==> src/rtl/counter_csr_access.sv <==
// CSR-side access controller for a bank of 64-bit event counters.
// Serves 32-bit low/high reads and writes with a per-counter high-half snapshot, plus an increment inhibit mask.
module counter_csr_access #(
   parameter int NumCounters = 2
) (
   input  logic                        clk_i,
   input  logic                        rst_ni,
   input  logic                        req_i,
   output logic                        gnt_o,
   input  logic                        we_i,
   input  logic [6:0]                  addr_i,
   input  logic [31:0]                 wdata_i,
   output logic                        rvalid_o,
   input  logic                        rready_i,
   output logic [31:0]                 rdata_o,
   output logic                        err_o,
   input  logic [NumCounters-1:0]      event_i,
   output logic [NumCounters-1:0]      counter_inc_o,
   output logic [NumCounters-1:0]      counter_we_o,
   output logic [NumCounters-1:0]      counterh_we_o,
   output logic [31:0]                 counter_wdata_o,
   input  logic [NumCounters*64-1:0]   counter_val_i
);

   localparam logic       ST_IDLE     = 1'b0;
   localparam logic       ST_RESP     = 1'b1;
   localparam logic [6:0] InhibitAddr = 7'h7F;

   logic                   r_state;
   logic [31:0]            r_rdata;
   logic                   r_err;
   logic [NumCounters-1:0] r_we_strb;
   logic [NumCounters-1:0] r_weh_strb;
   logic [31:0]            r_wdata;
   logic [NumCounters-1:0] r_inhibit;
   logic [31:0]            r_snap_hi [NumCounters];

   logic                   w_accept;
   logic [5:0]             w_idx;
   logic                   w_in_range;
   logic                   w_is_lo;
   logic                   w_is_hi;
   logic                   w_is_inh;
   logic                   w_err;
   logic [NumCounters-1:0] w_sel;
   logic [31:0]            w_lo_val;
   logic [31:0]            w_hi_val;
   logic [31:0]            w_snap_val;
   logic [31:0]            w_rdata_nxt;

   assign gnt_o      = (r_state == ST_IDLE);
   assign w_accept   = req_i && gnt_o;
   assign w_idx      = addr_i[6:1];
   assign w_in_range = (w_idx < 6'(NumCounters));
   assign w_is_lo    = w_in_range && !addr_i[0];
   assign w_is_hi    = w_in_range && addr_i[0];
   assign w_is_inh   = (addr_i == InhibitAddr);
   assign w_err      = !(w_is_lo || w_is_hi || w_is_inh);

   // Counter select and per-counter value mux for the addressed counter.
   always_comb begin
      // NOTE: every combinational output gets a default first so no latch is inferred.
      w_sel      = '0;
      w_lo_val   = '0;
      w_hi_val   = '0;
      w_snap_val = '0;
      for (int k = 0; k < NumCounters; k++) begin
         if (w_idx == 6'(k)) begin
            w_sel[k]   = 1'b1;
            w_lo_val   = counter_val_i[k*64 +: 32];
            w_hi_val   = counter_val_i[k*64+32 +: 32];
            w_snap_val = r_snap_hi[k];
         end
      end
   end

   always_comb begin
      w_rdata_nxt = '0;
      if (!we_i) begin
         if (w_is_lo)       w_rdata_nxt = w_lo_val;
         else if (w_is_hi)  w_rdata_nxt = w_snap_val;
         else if (w_is_inh) w_rdata_nxt = 32'(r_inhibit);
      end
   end

   // NOTE: sequential state uses non-blocking assignments so every flop samples pre-edge values.
   always_ff @(posedge clk_i or negedge rst_ni) begin
      if (!rst_ni) begin
         r_state    <= ST_IDLE;
         r_rdata    <= '0;
         r_err      <= 1'b0;
         r_we_strb  <= '0;
         r_weh_strb <= '0;
         r_wdata    <= '0;
         r_inhibit  <= '0;
      end else begin
         // Strobes are single-cycle pulses regardless of how long the response stalls.
         r_we_strb  <= '0;
         r_weh_strb <= '0;
         if (w_accept) begin
            r_state <= ST_RESP;
            r_rdata <= w_rdata_nxt;
            r_err   <= w_err;
            r_wdata <= wdata_i;
            if (we_i) begin
               r_we_strb  <= w_sel & {NumCounters{w_is_lo}};
               r_weh_strb <= w_sel & {NumCounters{w_is_hi}};
               if (w_is_inh) r_inhibit <= wdata_i[NumCounters-1:0];
            end
         end else if ((r_state == ST_RESP) && rready_i) begin
            r_state <= ST_IDLE;
         end
      end
   end

   // A low-half read captures the matching high half so a later high read is coherent.
   always_ff @(posedge clk_i or negedge rst_ni) begin
      if (!rst_ni) begin
         // NOTE: the snapshot array is reset because a high read before any low read must return 0.
         for (int k = 0; k < NumCounters; k++) r_snap_hi[k] <= '0;
      end else if (w_accept) begin
         for (int k = 0; k < NumCounters; k++) begin
            if (w_sel[k]) begin
               if (!we_i && w_is_lo)     r_snap_hi[k] <= w_hi_val;
               else if (we_i && w_is_hi) r_snap_hi[k] <= wdata_i;
            end
         end
      end
   end

   assign rvalid_o        = (r_state == ST_RESP);
   assign rdata_o         = r_rdata;
   assign err_o           = r_err;
   assign counter_we_o    = r_we_strb;
   assign counterh_we_o   = r_weh_strb;
   assign counter_wdata_o = r_wdata;
   assign counter_inc_o   = event_i & ~r_inhibit;

endmodule

==> config.mk <==
export PLATFORM = sky130hd
export DESIGN_NAME = counter_csr_access
export DESIGN_NICKNAME = d
export VERILOG_FILES = /design/src/rtl/counter_csr_access.sv
export SDC_FILE = /design/constraint.sdc
export NUM_CORES = 1
export LEC_CHECK = 0
export ABC_CLOCK_PERIOD_IN_PS = 2200
export BUFFER_PORTS_ARGS = -buffer_cell sky130_fd_sc_hd__buf_2
export CORE_ASPECT_RATIO = 0.8
export CORE_MARGIN = 10
export CORE_UTILIZATION = 54
export DETAILED_ROUTE_END_ITERATION = 16
export GPL_TIMING_DRIVEN = 0
export PLACE_DENSITY = 0.9
export REMOVE_ABC_BUFFERS = 1
export SETUP_SLACK_MARGIN = 0.05
export SLEW_MARGIN = 20
export SYNTH_ARGS = -nofsm -noshare
export SYNTH_HDL_FRONTEND = slang
export SYNTH_SLANG_ARGS = --single-unit
export TNS_END_PERCENT = 10
==> constraint.sdc <==
create_clock -name clk_i -period 2.2 [get_ports clk_i]
set_input_delay 0.11 -clock clk_i [delete_from_list [all_inputs] [get_ports clk_i]]
set_output_delay 0.11 -clock clk_i [all_outputs]
set_load 0.1 [all_outputs]
=== Word-level counts from Yosys, hierarchy flattened ===
Index checks and enable logic that the tools add are counted.

* ROM bits: 0
* Input bits: 174
* RAM bits: 0
* Flip-flop bits (word level): 136
* Memories: 0
* Latch bits: 0

* Shift-type cells: 0
* Mux-type cells: 20
* Multipliers: 0
* $lt $le $gt $ge: 1
* Add/sub/neg operators: 0
* Equal/unequal tests: 2
* Divide/modulo/power cells: 0
* Reductions and logical operators: 17
* Bitwise operators: 5

{| class="wikitable"
|+ Operators by type and width
! operator !! number
|-
| $mux 32 || 11
|-
| $mux 2 || 5
|-
| $reduce_and 3->1 || 3
|-
| $eq 7x7->1 const B || 1
|-
| $and 2x2->2 || 3
|-
| $eq 6x1->1 const B || 1
|-
| $logic_and 1x1->1 || 6
|-
| $logic_not 6->1 || 1
|-
| $lt 6x2->1 const B || 1
|-
| $mux 1 || 4
|-
| $reduce_bool 2->1 || 2
|-
| $logic_not 1->1 || 3
|-
| $logic_or 1x1->1 || 2
|-
| $not 2->2 || 1
|-
| $not 1->1 || 1
|}

=== Logic depth before layout (Yosys ltp) ===
Gate-level depths: netlist of the first run.

* Depth in word-level cells: 6
* Gate-level depth with buffers: 7
* Gate-level depth less buffers: 4

=== Worst setup path after synthesis of the first run ===
No wires, ideal clock.

* Kind: register -> register
* Start point: register r_state, in the netlist rvalid_o
* End point: register r_state, in the netlist rvalid_o
* Slack: -0.438 ns
* Period minus slack after synthesis: 2.638 ns
* Required time: 2.037 ns
* Cell stages (with the launch flop): 6
* Arrival: 2.475 ns
* Path through: dfrtp_1 -> inv_1 -> nand2_1 -> buf_2 -> buf_2 -> o21ai_0

* Cells in the longest elaborated chain, start to end: 3

{| class="wikitable"
|+ Ends and longest elaborated chain
! element !! line !! RTL
|-
| from (decl) || 29 || <nowiki>logic r_state;</nowiki>
|-
| from (signal assigned) || 89 || <nowiki>r_state <= ST_IDLE;</nowiki>
|-
| from (signal assigned) || 101 || <nowiki>r_state <= ST_RESP;</nowiki>
|-
| from (signal assigned) || 111 || <nowiki>r_state <= ST_IDLE;</nowiki>
|-
| $not 1->1 (*) || 51 || <nowiki>assign gnt_o = (r_state == ST_IDLE);</nowiki>
|-
| net gnt_o || 9 || <nowiki>output logic gnt_o,</nowiki>
|-
| $logic_and 1x1->1 (*) || 52 || <nowiki>assign w_accept = req_i && gnt_o;</nowiki>
|-
| $mux 1 or $reduce_bool 2->1 (tied branches) || n/a ||
|}

The timed path passes the listed nets; every way through them passes the cells marked *.
A chain may end at the register's enable or synchronous reset.

=== Worst setup path in the final report of the first run ===
* Start point: register r_state, in the netlist rvalid_o
* End point: register r_rdata[11], in the netlist rdata_o[11]

* Cells in the longest elaborated chain, start to end: 2

{| class="wikitable"
|+ Ends and longest elaborated chain
! element !! line !! RTL
|-
| $not 1->1 || 51 ||
|-
| $logic_and 1x1->1 || 52 ||
|-
| to (signal assigned) || 102 || <nowiki>r_rdata <= w_rdata_nxt;</nowiki>
|-
| to (decl) || 30 || <nowiki>logic [31:0] r_rdata;</nowiki>
|}

Every way passes these cells.

==> results of run 1 <==
==> repair_timing <==
action	in CTS	in global routing
endpoints found under the setup margin	73	33
pin swaps	0	0
hold buffers	35	0
setup buffers	2	0
cloned	0	0
resized for setup	0	6
endpoints found under the hold margin	94	0
==> cells in the mapped netlist <==
library cell  count
nand3_1           1
o41ai_1           1
mux4_2           30
nand2b_4          1
o31ai_1           1
nor3_4            1
buf_2            19
buf_6            12
clkbuf_1         15
mux2i_1          35
nand2_1         102
nand3_2           1
nor2b_1           4
clkbuf_2          2
inv_1             2
and3_1            1
a2111oi_0         1
dfrtp_1         136
nor3_1            1
xnor2_1           1
a311oi_1          1
inv_2             1
and2_1            1
mux2_2           34
or2_4             1
a22o_1           32
a22oi_1           1
nor2_1            6
buf_4             1
o21ai_0          83
nand4_1           3
o21ai_1          46
and4_1            2
==> metal layers <==
metal / vias to the layer above / global-route usage
met5: - / 0
met1: 3006 / 0.2974
li1: 2639 / -
met2: 388 / 0.4363
met3: 48 / 0.1076
met4: 2 / 0.1261
==> critical path, stage by stage, from the launching register on <==
cell	delay, ns
dfrtp_1	0.43
inv_1	0.25
nand2_8	0.21
buf_12	0.24
nor3_4	0.29
buf_4	0.23
buf_4	0.21
a22o_1	0.15
==> power by group <==
group / internal (mW) / switching, mW / total [mW]
Sequential: 2.71 / 0.116 / 2.83
Combinational: 0.518 / 1.56 / 2.08
Clock: 2.13 / 1.04 / 3.17
==> worst max path at each step <==
stage / from / endpoint / depth (start not counted)
final: rvalid_o / rdata_o[11] / 7
after global routing: rvalid_o / r_snap_hi[34] / 7
after CTS: rvalid_o / rdata_o[11] / 7
after detailed placement: rvalid_o / r_snap_hi[54] / 7
after global placement: rvalid_o / r_snap_hi[0] / 4
after floorplan: rvalid_o / rdata_o[10] / 4
==> logic make-up (layout without fill, tap and decap cells) <==
kind of cell | count (synthesis) | in the layout | synth area share
other cells | 0 | 2 | 0
buf+inv | 52 | 328 | 0.04748
simple gates | 125 | 125 | 0.08101
compound gates | 166 | 166 | 0.1456
xor+xnor | 1 | 1 | 0.001319
mux | 99 | 99 | 0.2121
flops | 136 | 136 | 0.5124
==> flip-flops by register name, summed over array words and instances, names as in the netlist <==
name             count
counter_we_o         2
rvalid_o             1
counter_wdata_o     32
r_snap_hi           64
rdata_o             32
err_o                1
r_inhibit            2
counterh_we_o        2
==> final cells by class <==
type / count / area [µm²] / share of cell area
inverter: 3 / 11.26 / 0.001251
antenna: 2 / 5.005 / 0.0005559
clock buffer: 24 / 491.7 / 0.05461
sequential: 136 / 3403 / 0.3780
timing repair buffer: 293 / 1772 / 0.1968
clock inverter: 8 / 165.2 / 0.01834
tap: 152 / 190.2 / 0.02112
multi-input combinational: 391 / 2965 / 0.3293
==> cells in the final DEF (no fill, tap or decap), types with 3 or more instances in the layout <==
cell type,instances
bufinv_16,5
nor2b_1,3
buf_2,244
buf_16,3
mux2_2,34
clkinv_2,3
buf_6,4
mux4_2,30
o21ai_0,79
dfrtp_1,136
nand2_1,101
nand4_1,3
clkbuf_16,17
dlygate4sd3_1,35
mux2i_1,35
nor2_1,6
o21ai_1,50
clkbuf_8,4
clkbuf_1,3
buf_4,5
a22o_1,32
==> stage by stage <==
step           setup TNS (ns)  hold WS (ns)
6_report                    0        0.1167
5_1_grt              -0.01588        0.1218
4_1_cts                     0        0.1022
3_5_place_dp           -38.94       0.06610
3_3_place_gp          -521.68        0.2890
2_1_floorplan         -263.74       -0.1856
==> impl_metrics.py, run 1 <==
metrics = {
    "clocking": {
        "clk_latency_ns": 0.42,
        "path_clk_slew_ns": 0.06,
        "cts_made_buffers": 17,
        "root_buffer": "clkbuf_16",
        "numClockSinks": 136,
        "cts_max_level": 4,
        "clock_path_buffers": 2,
        "cts_tree": "built",
    },
    "power": {
        "total_power_mw": 8.075,
        "total_leakage_power_nw": 4.753,
        "powerDensity_nw_per_um2": 896.8,
        "irDropWorstVdd_mv": 0.8017,
    },
    "placement": {
        "dp_slack_ns": -0.7026,
        "dp_cells": 938,
        "dp_hpwl_um": 14820,
        "placed_area_um2": 7961,
        "place_congestion": 0.8332,
        "port_buffers": 246,
    },
    "critical_path": {
        "critical_path_arrival_ns": 2.48,
        "rr_endpoint": "rdata_o[11]",
        "path_max_fanout": 38,
        "rr_worst_depth": 7,
        "reg2reg_slack_ns": 0.08,
        "rr_startpoint": "rvalid_o",
        "start_kind": "register",
        "path_class": "reg2reg",
        "cp-end-kind": "register",
        "crit_required_ns": 2.56,
    },
    "sta": {
        "finalMaxSlewViolations": 0,
        "fin_crit_ns": 2.120,
        "setup_viol": 0,
        "hold_viol_final": 0,
        "max-slew-margin-rel": 0.2986,
        "tightest_slew_ns": 1.052,
        "skew_ns": 0.009052,
        "rsz0062_at_grt": "true",
        "clock.fmax_mhz": 471.6,
        "setup_ws_ns": 0.07965,
        "fin_crit_sh": 0.9638,
    },
    "final_layout": {
        "fin_util": 0.7431,
        "final_area_um2": 9004,
        "final.fill_count": 713,
        "fin_cells": 1009,
        "nNetsFinal": 1016,
        "areaGrowthSynthToFinish_pct": 35.57,
        "drive_gt1_frac": 0.4199,
    },
    "floorplanning": {
        "die_h_um": 119.2,
        "dieArea_um2": 17160,
        "core-area_um2": 12120,
        "start_util": 0.5481,
        "ioPinCount": 247,
        "rows": 36,
        "die-width_um": 144.0,
    },
    "yosys": {
        "syn_inst": 579,
        "yosysSeqAreaShare": 0.5124,
        "synth_area_leaders": "dfrtp_1 (51%), mux4_2 (10%), o21ai_0 (6.3%), nand2_1 (5.8%), mux2_2 (5.8%)",
        "synth_top_cell_area_share": 0.5124,
        "synth.distinct_cells": 33,
        "ys_seq_elements": 136,
        "synth.largest_area_cell": "dfrtp_1",
        "syn_avg_cell_area_um2": 11.47,
        "yosysWarnings": 0,
        "synth_area_um2": 6641,
    },
    "route": {
        "routedWlPerCell_um": 22.71,
        "drt_wl_total_um": 22910,
        "top_layer_used": "met5",
        "first_pass_iters": 5,
        "vias": 6083,
        "route.met3.wl_um": 2832,
        "vias_per_cell": 6.029,
        "wl_met2_um": 11190,
        "drc_errors": 0,
        "drtIter0Drc": 493,
        "ant_nets": 0,
        "met1Wirelength_um": 8342,
    },
    "run": {
        "cap_violations": 0,
    },
    "grt": {
        "globalRouteTotalUtil": 0.2665,
        "grt_pass1_wl_um": 35430,
        "overflow": 0,
        "antenna_found_initial": 2,
        "grt_max_degree": 79,
        "grt_pass1_vias": 6431,
    },
    "hold_path": {
        "hold_path_class": "in2reg",
        "hold_end": "rdata_o[4]",
        "whs_path_depth": 3,
        "holdCritStartpoint": "counter_val_i[4]",
    },
    "status": {
        "status": "finished, final reports clean",
    },
}
Note: power is estimated with default switching activity, not from simulation.
==> run 2: changes to the inputs <==
--- a/config.mk
+++ b/config.mk
@@ -7,9 +7,13 @@
 export LEC_CHECK = 0
 export ABC_CLOCK_PERIOD_IN_PS = 2200
 export BUFFER_PORTS_ARGS = -buffer_cell sky130_fd_sc_hd__buf_2
+export CELL_PAD_IN_SITES_DETAIL_PLACEMENT = 1
+export CELL_PAD_IN_SITES_GLOBAL_PLACEMENT = 2
 export CORE_ASPECT_RATIO = 0.8
 export CORE_MARGIN = 10
-export CORE_UTILIZATION = 54
+export CORE_UTILIZATION = 33
+export CTS_BUF_LIST = sky130_fd_sc_hd__clkbuf_16
+export CTS_CLUSTER_SIZE = 20
 export DETAILED_ROUTE_END_ITERATION = 16
 export GPL_TIMING_DRIVEN = 0
 export PLACE_DENSITY = 0.9
==> impl_metrics.py, run 2 (same netlist as run 1, synthesis figures left out) <==
metrics = {
    "status": {
        "status": "finished, final reports clean",
    },
    "sta": {
        "skew_ns": 0.008754,
        "fin_crit_sh": 0.8622,
        "setup_viol": 0,
        "clock.fmax_mhz": 527.2,
        "setup_ws_ns": 0.3032,
        "finalMaxSlewViolations": 0,
        "tns_ns": 0,
        "rsz0062_at_grt": "false",
        "fin_crit_ns": 1.897,
        "max-slew-margin-rel": 0.4948,
        "hold_ws_ns": 0.06646,
        "hold_viol_final": 0,
        "tightest_slew_ns": 0.7566,
    },
    "grt": {
        "antenna_found_initial": 5,
        "grt_pass1_vias": 6492,
        "globalRouteTotalUtil": 0.1808,
        "overflow": 0,
        "grt_max_degree": 85,
        "grt_pass1_wl_um": 36960,
    },
    "critical_path": {
        "rr_startpoint": "rvalid_o",
        "rr_worst_depth": 7,
        "cp-end-kind": "register",
        "path_class": "reg2reg",
        "start_kind": "register",
        "rr_endpoint": "rdata_o[19]",
        "reg2reg_slack_ns": 0.30,
        "crit_required_ns": 2.55,
        "critical_path_arrival_ns": 2.25,
        "path_max_fanout": 37,
    },
    "clocking": {
        "clock_path_buffers": 2,
        "cts_made_buffers": 17,
        "clk_latency_ns": 0.41,
        "cts_max_level": 4,
        "cts_tree": "built",
        "root_buffer": "clkbuf_16",
        "path_clk_slew_ns": 0.06,
        "numClockSinks": 136,
    },
    "floorplanning": {
        "rows": 46,
        "die-width_um": 178.6,
        "dieArea_um2": 26240,
        "start_util": 0.3354,
        "die_h_um": 146.9,
        "ioPinCount": 247,
        "core-area_um2": 19800,
    },
    "final_layout": {
        "final_area_um2": 9097,
        "layout.area.seq_um2": 3403,
        "nNetsFinal": 1019,
        "fin_cells": 1123,
        "fin_util": 0.4595,
        "largest-register": "r_snap_hi",
        "mostFrequentLayoutCells": "buf_2 (243), dfrtp_1 (136), nand2_1 (101)",
        "multi_input_area_um2": 2965,
        "final.fill_count": 2229,
        "final_common_cell": "buf_2",
        "largest_register_ffs": 64,
        "areaGrowthSynthToFinish_pct": 36.98,
        "drive_gt1_frac": 0.4219,
    },
    "route": {
        "ant_nets": 0,
        "vias": 5711,
        "drtIter0Drc": 304,
        "drc_errors": 0,
        "first_pass_iters": 4,
        "drt_wl_total_um": 23620,
        "routedWlPerCell_um": 21.03,
        "vias_per_cell": 5.085,
    },
    "power": {
        "total_leakage_power_nw": 4.737,
        "irDropWorstVdd_mv": 0.4056,
        "total_power_mw": 7.749,
        "powerDensity_nw_per_um2": 851.8,
    },
    "placement": {
        "dp_cells": 1050,
        "dp_slack_ns": -0.6801,
        "port_buffers": 246,
        "place_congestion": 0.7363,
        "dp_hpwl_um": 16020,
        "placed_area_um2": 8105,
    },
    "hold_path": {
        "whs_path_depth": 2,
        "holdCritStartpoint": "we_i",
        "hold_end": "rdata_o[1]",
        "hold_path_class": "in2reg",
    },
    "run": {
        "cap_violations": 0,
    },
}
-- run 2: layout make-up --
class                   instances  area share
clock inverters                15     0.01774
inverters                       3    0.001238
diodes                          1   0.0002751
well taps                     264     0.03631
clock buffers                  17     0.04676
flip-flops and latches        136      0.3741
multi-input cells             391      0.3260
repair buffers                296      0.1976
-- run 2: worst max path at each step --
stage	start	end	slack (ns)	cells after the start
2_1_floorplan	rvalid_o	rdata_o[10]	-2.76	4
6_report	rvalid_o	rdata_o[19]	0.30	7
3_5_place_dp	addr_i[0]	r_snap_hi[39]	-0.68	6
4_1_cts	rvalid_o	rdata_o[3]	0.04	7
5_1_grt	rvalid_o	r_snap_hi[50]	0.17	6
3_3_place_gp	rvalid_o	r_snap_hi[0]	-5.42	4
-- run 2: per-layer routing --
metal  vias to the layer above  global-route usage  routed length (µm)  share of wire
met5                         -                   0                  40         0.0017
met4                         6             0.03962                 202         0.0086
met3                        20             0.06404                1837          0.078
met2                       182              0.2993               11480           0.49
met1                      2871              0.2214               10060           0.43
li1                       2632                   -                   -              -
-- run 2: worst max-delay path, stage by stage (launching register included) --
cell	delay (ns)
dfrtp_1	0.42
inv_1	0.19
nand2_8	0.19
buf_12	0.24
nor3_4	0.16
buf_4	0.23
buf_4	0.21
a22o_1	0.14
-- run 2: report_power, final --
part / internal [mW] / total, mW / switching (mW)
Clock: 1.77 / 2.87 / 1.11
Sequential: 2.71 / 2.82 / 0.108
Combinational: 0.517 / 2.06 / 1.54
Total: 4.99 / 7.75 / 2.75
-- run 2: timing repair --
item / 4_1_cts / 5_1_grt
pin swaps: 1 / 1
resized for setup: 1 / 1
endpoints found under the hold margin: 87 / 0
endpoints found under the setup margin: 73 / 9
hold buffers: 34 / 0
buffers inserted: 5 / 1
==> run 3: changes to the inputs <==
--- a/config.mk
+++ b/config.mk
@@ -5,19 +5,18 @@
 export SDC_FILE = /design/constraint.sdc
 export NUM_CORES = 1
 export LEC_CHECK = 0
-export ABC_CLOCK_PERIOD_IN_PS = 2200
+export ABC_CLOCK_PERIOD_IN_PS = 2100
 export BUFFER_PORTS_ARGS = -buffer_cell sky130_fd_sc_hd__buf_2
 export CELL_PAD_IN_SITES_DETAIL_PLACEMENT = 1
 export CELL_PAD_IN_SITES_GLOBAL_PLACEMENT = 2
 export CORE_ASPECT_RATIO = 0.8
-export CORE_MARGIN = 10
-export CORE_UTILIZATION = 33
+export CORE_MARGIN = 1
+export CORE_UTILIZATION = 30
 export CTS_BUF_LIST = sky130_fd_sc_hd__clkbuf_16
 export CTS_CLUSTER_SIZE = 20
 export DETAILED_ROUTE_END_ITERATION = 16
 export GPL_TIMING_DRIVEN = 0
-export PLACE_DENSITY = 0.9
-export REMOVE_ABC_BUFFERS = 1
+export PLACE_DENSITY = 0.83
 export SETUP_SLACK_MARGIN = 0.05
 export SLEW_MARGIN = 20
 export SYNTH_ARGS = -nofsm -noshare
==> constraint.sdc (replaced) <==
create_clock -name clk_i -period 2.1 [get_ports clk_i]
set_input_delay 0.105 -clock clk_i [delete_from_list [all_inputs] [get_ports clk_i]]
set_output_delay 0.105 -clock clk_i [all_outputs]
set_load 0.1 [all_outputs]
==> impl_metrics.py, run 3 (same netlist as run 1, synthesis figures left out) <==
metrics = {
    "floorplanning": {
        "rows": 48,
        "ioPinCount": 247,
        "die-width_um": 168.4,
        "core-area_um2": 21620,
        "dieArea_um2": 22740,
        "die_h_um": 135.1,
        "start_util": 0.3072,
    },
    "grt": {
        "overflow": 0,
        "grt_max_degree": 73,
        "globalRouteTotalUtil": 0.2163,
        "grt_pass1_wl_um": 36560,
        "grt_pass1_vias": 6293,
        "antenna_found_initial": 0,
    },
    "clocking": {
        "clock_path_buffers": 2,
        "numClockSinks": 136,
        "cts_made_buffers": 17,
        "cts_tree": "built",
        "root_buffer": "clkbuf_16",
        "cts_max_level": 4,
        "path_clk_slew_ns": 0.06,
        "clk_latency_ns": 0.42,
    },
    "critical_path": {
        "crit_buf_inv": 3,
        "rr_endpoint": "r_snap_hi[3]",
        "cp_slowest_cell": "dfrtp_4",
        "cp-end-kind": "register",
        "rr_worst_depth": 7,
        "rr_startpoint": "rvalid_o",
        "slowest_delay_ns": 0.49,
        "path_cells": "nor2b_1 -> clkbuf_4 -> nand4_1 -> buf_2 -> clkbuf_2 -> o21ai_1 -> o21ai_1",
        "cp_num_cells": 7,
        "reg2reg_slack_ns": 0.23,
        "crit_family": "buffers and inverters",
        "crit_required_ns": 2.39,
        "path_class": "reg2reg",
        "path_max_fanout": 10,
        "cp_common_cell": "o21ai_1",
        "worstSetupStartpoint": "rvalid_o",
        "critical_path_arrival_ns": 2.16,
        "start_kind": "register",
    },
    "sta": {
        "fin_crit_ns": 1.867,
        "tightest_slew_ns": 0.6464,
        "tns_ns": 0,
        "skew_ns": 0.008284,
        "setup_ws_ns": 0.2332,
        "max-slew-margin-rel": 0.5691,
        "hold_viol_final": 0,
        "clock.fmax_mhz": 535.7,
        "rsz0062_at_grt": "false",
        "setup_viol": 0,
        "fin_crit_sh": 0.8889,
        "finalMaxSlewViolations": 0,
    },
    "final_layout": {
        "largest_register_ffs": 64,
        "areaGrowthSynthToFinish_pct": 39.24,
        "final.fill_count": 2465,
        "largest-register": "r_snap_hi",
        "nNetsFinal": 1052,
        "drive_gt1_frac": 0.4254,
        "final_common_cell": "buf_2",
        "fin_util": 0.4277,
        "mostFrequentLayoutCells": "buf_2 (261), dfrtp_1 (135), nand2_1 (101)",
        "diodes": 0,
    },
    "route": {
        "drc_errors": 0,
        "vias_per_cell": 4.975,
        "first_pass_iters": 4,
        "drt_wl_total_um": 23450,
        "vias": 5801,
        "routedWlPerCell_um": 20.11,
        "ant_nets": 0,
        "drtIter0Drc": 181,
    },
    "hold_path": {
        "hold_path_class": "in2reg",
        "hold_end": "r_snap_hi[58]",
        "whs_path_depth": 4,
        "holdCritStartpoint": "counter_val_i[58]",
    },
    "power": {
        "sw_frac_of_total": 0.3470,
        "p_sw_mw": 2.911,
        "p_seq_frac": 0.352,
        "p_clk_frac": 0.390,
        "powerDensity_nw_per_um2": 907.1,
        "total_leakage_power_nw": 4.819,
        "p_comb_frac": 0.258,
        "irDropWorstVdd_mv": 0.4361,
        "power.internal_mw": 5.478,
    },
    "placement": {
        "dp_slack_ns": 0.1239,
        "port_buffers": 244,
        "dp_hpwl_um": 16940,
        "place_congestion": 0.7520,
    },
    "status": {
        "status": "finished, final reports clean",
    },
    "run": {
        "cap_violations": 0,
    },
    "yosys": {
        "synth_nets": 753,
    },
}
## run 3: per-stage QoR
step           instances  hold slack (ns)  area (µm²)  total power [mW]
2_1_floorplan        579          -0.1906        6656             4.538
3_3_place_gp        1098           0.2855        8222             5.089
3_5_place_dp        1099          0.08654        8259             5.132
4_1_cts             1166           0.1025        9245             8.471
5_1_grt             1166           0.1149        9248             8.738
6_report            1166           0.1165        9248             8.389
## run 3: how the worst max path moves through the flow
stage,end
after global routing,r_snap_hi[42]
after floorplan,rvalid_o
final,r_snap_hi[3]
after detailed placement,r_snap_hi[3]
after global placement,rvalid_o
after CTS,r_snap_hi[3]
## run 3: per-layer routing
| layer | track usage | vias to the layer above | part of all wire |
|---|---|---|---|
| met5 | 0 | - | 0 |
| met4 | 0.06010 | 0 | 0.012 |
| met3 | 0.03869 | 17 | 0.043 |
| met2 | 0.3684 | 175 | 0.49 |
| met1 | 0.2832 | 2917 | 0.46 |
| li1 | - | 2692 | - |
## run 3: layout make-up
| type | instances | area [µm²] | area share |
|---|---|---|---|
| inverters | 3 | 15.01 | 0.001624 |
| well taps | 275 | 344.1 | 0.03721 |
| clock inverters | 15 | 210.2 | 0.02273 |
| clock buffers | 17 | 425.4 | 0.04600 |
| flip-flops and latches | 136 | 3407 | 0.3684 |
| multi-input cells | 391 | 2930 | 0.3169 |
| repair buffers | 280 | 1609 | 0.1740 |
| plain buffers | 49 | 306.5 | 0.03315 |
## run 3: timing repair
item                                    in CTS  in global routing
hold buffers                                35                  0
setup buffers                                0                  0
endpoints found under the setup margin       0                 17
hold endpoints to repair                   103                  0
resized for setup                            0                  2
## run 3: tightest hold or removal path: cells and delay by family
family,cells,cell delay [ns]
mux,2,0.21
buf+inv,1,0.07
compound gates,1,0.11
## run 3: power by group through the flow
stage,combinational (mW),sequential [mW],clock (mW)
5_1_grt,2.29,2.98,3.47
3_3_place_gp,2.10,2.99,0
2_1_floorplan,0.543,4.00,0
6_report,2.16,2.96,3.27
4_1_cts,2.19,2.95,3.33
3_5_place_dp,2.13,3.00,0
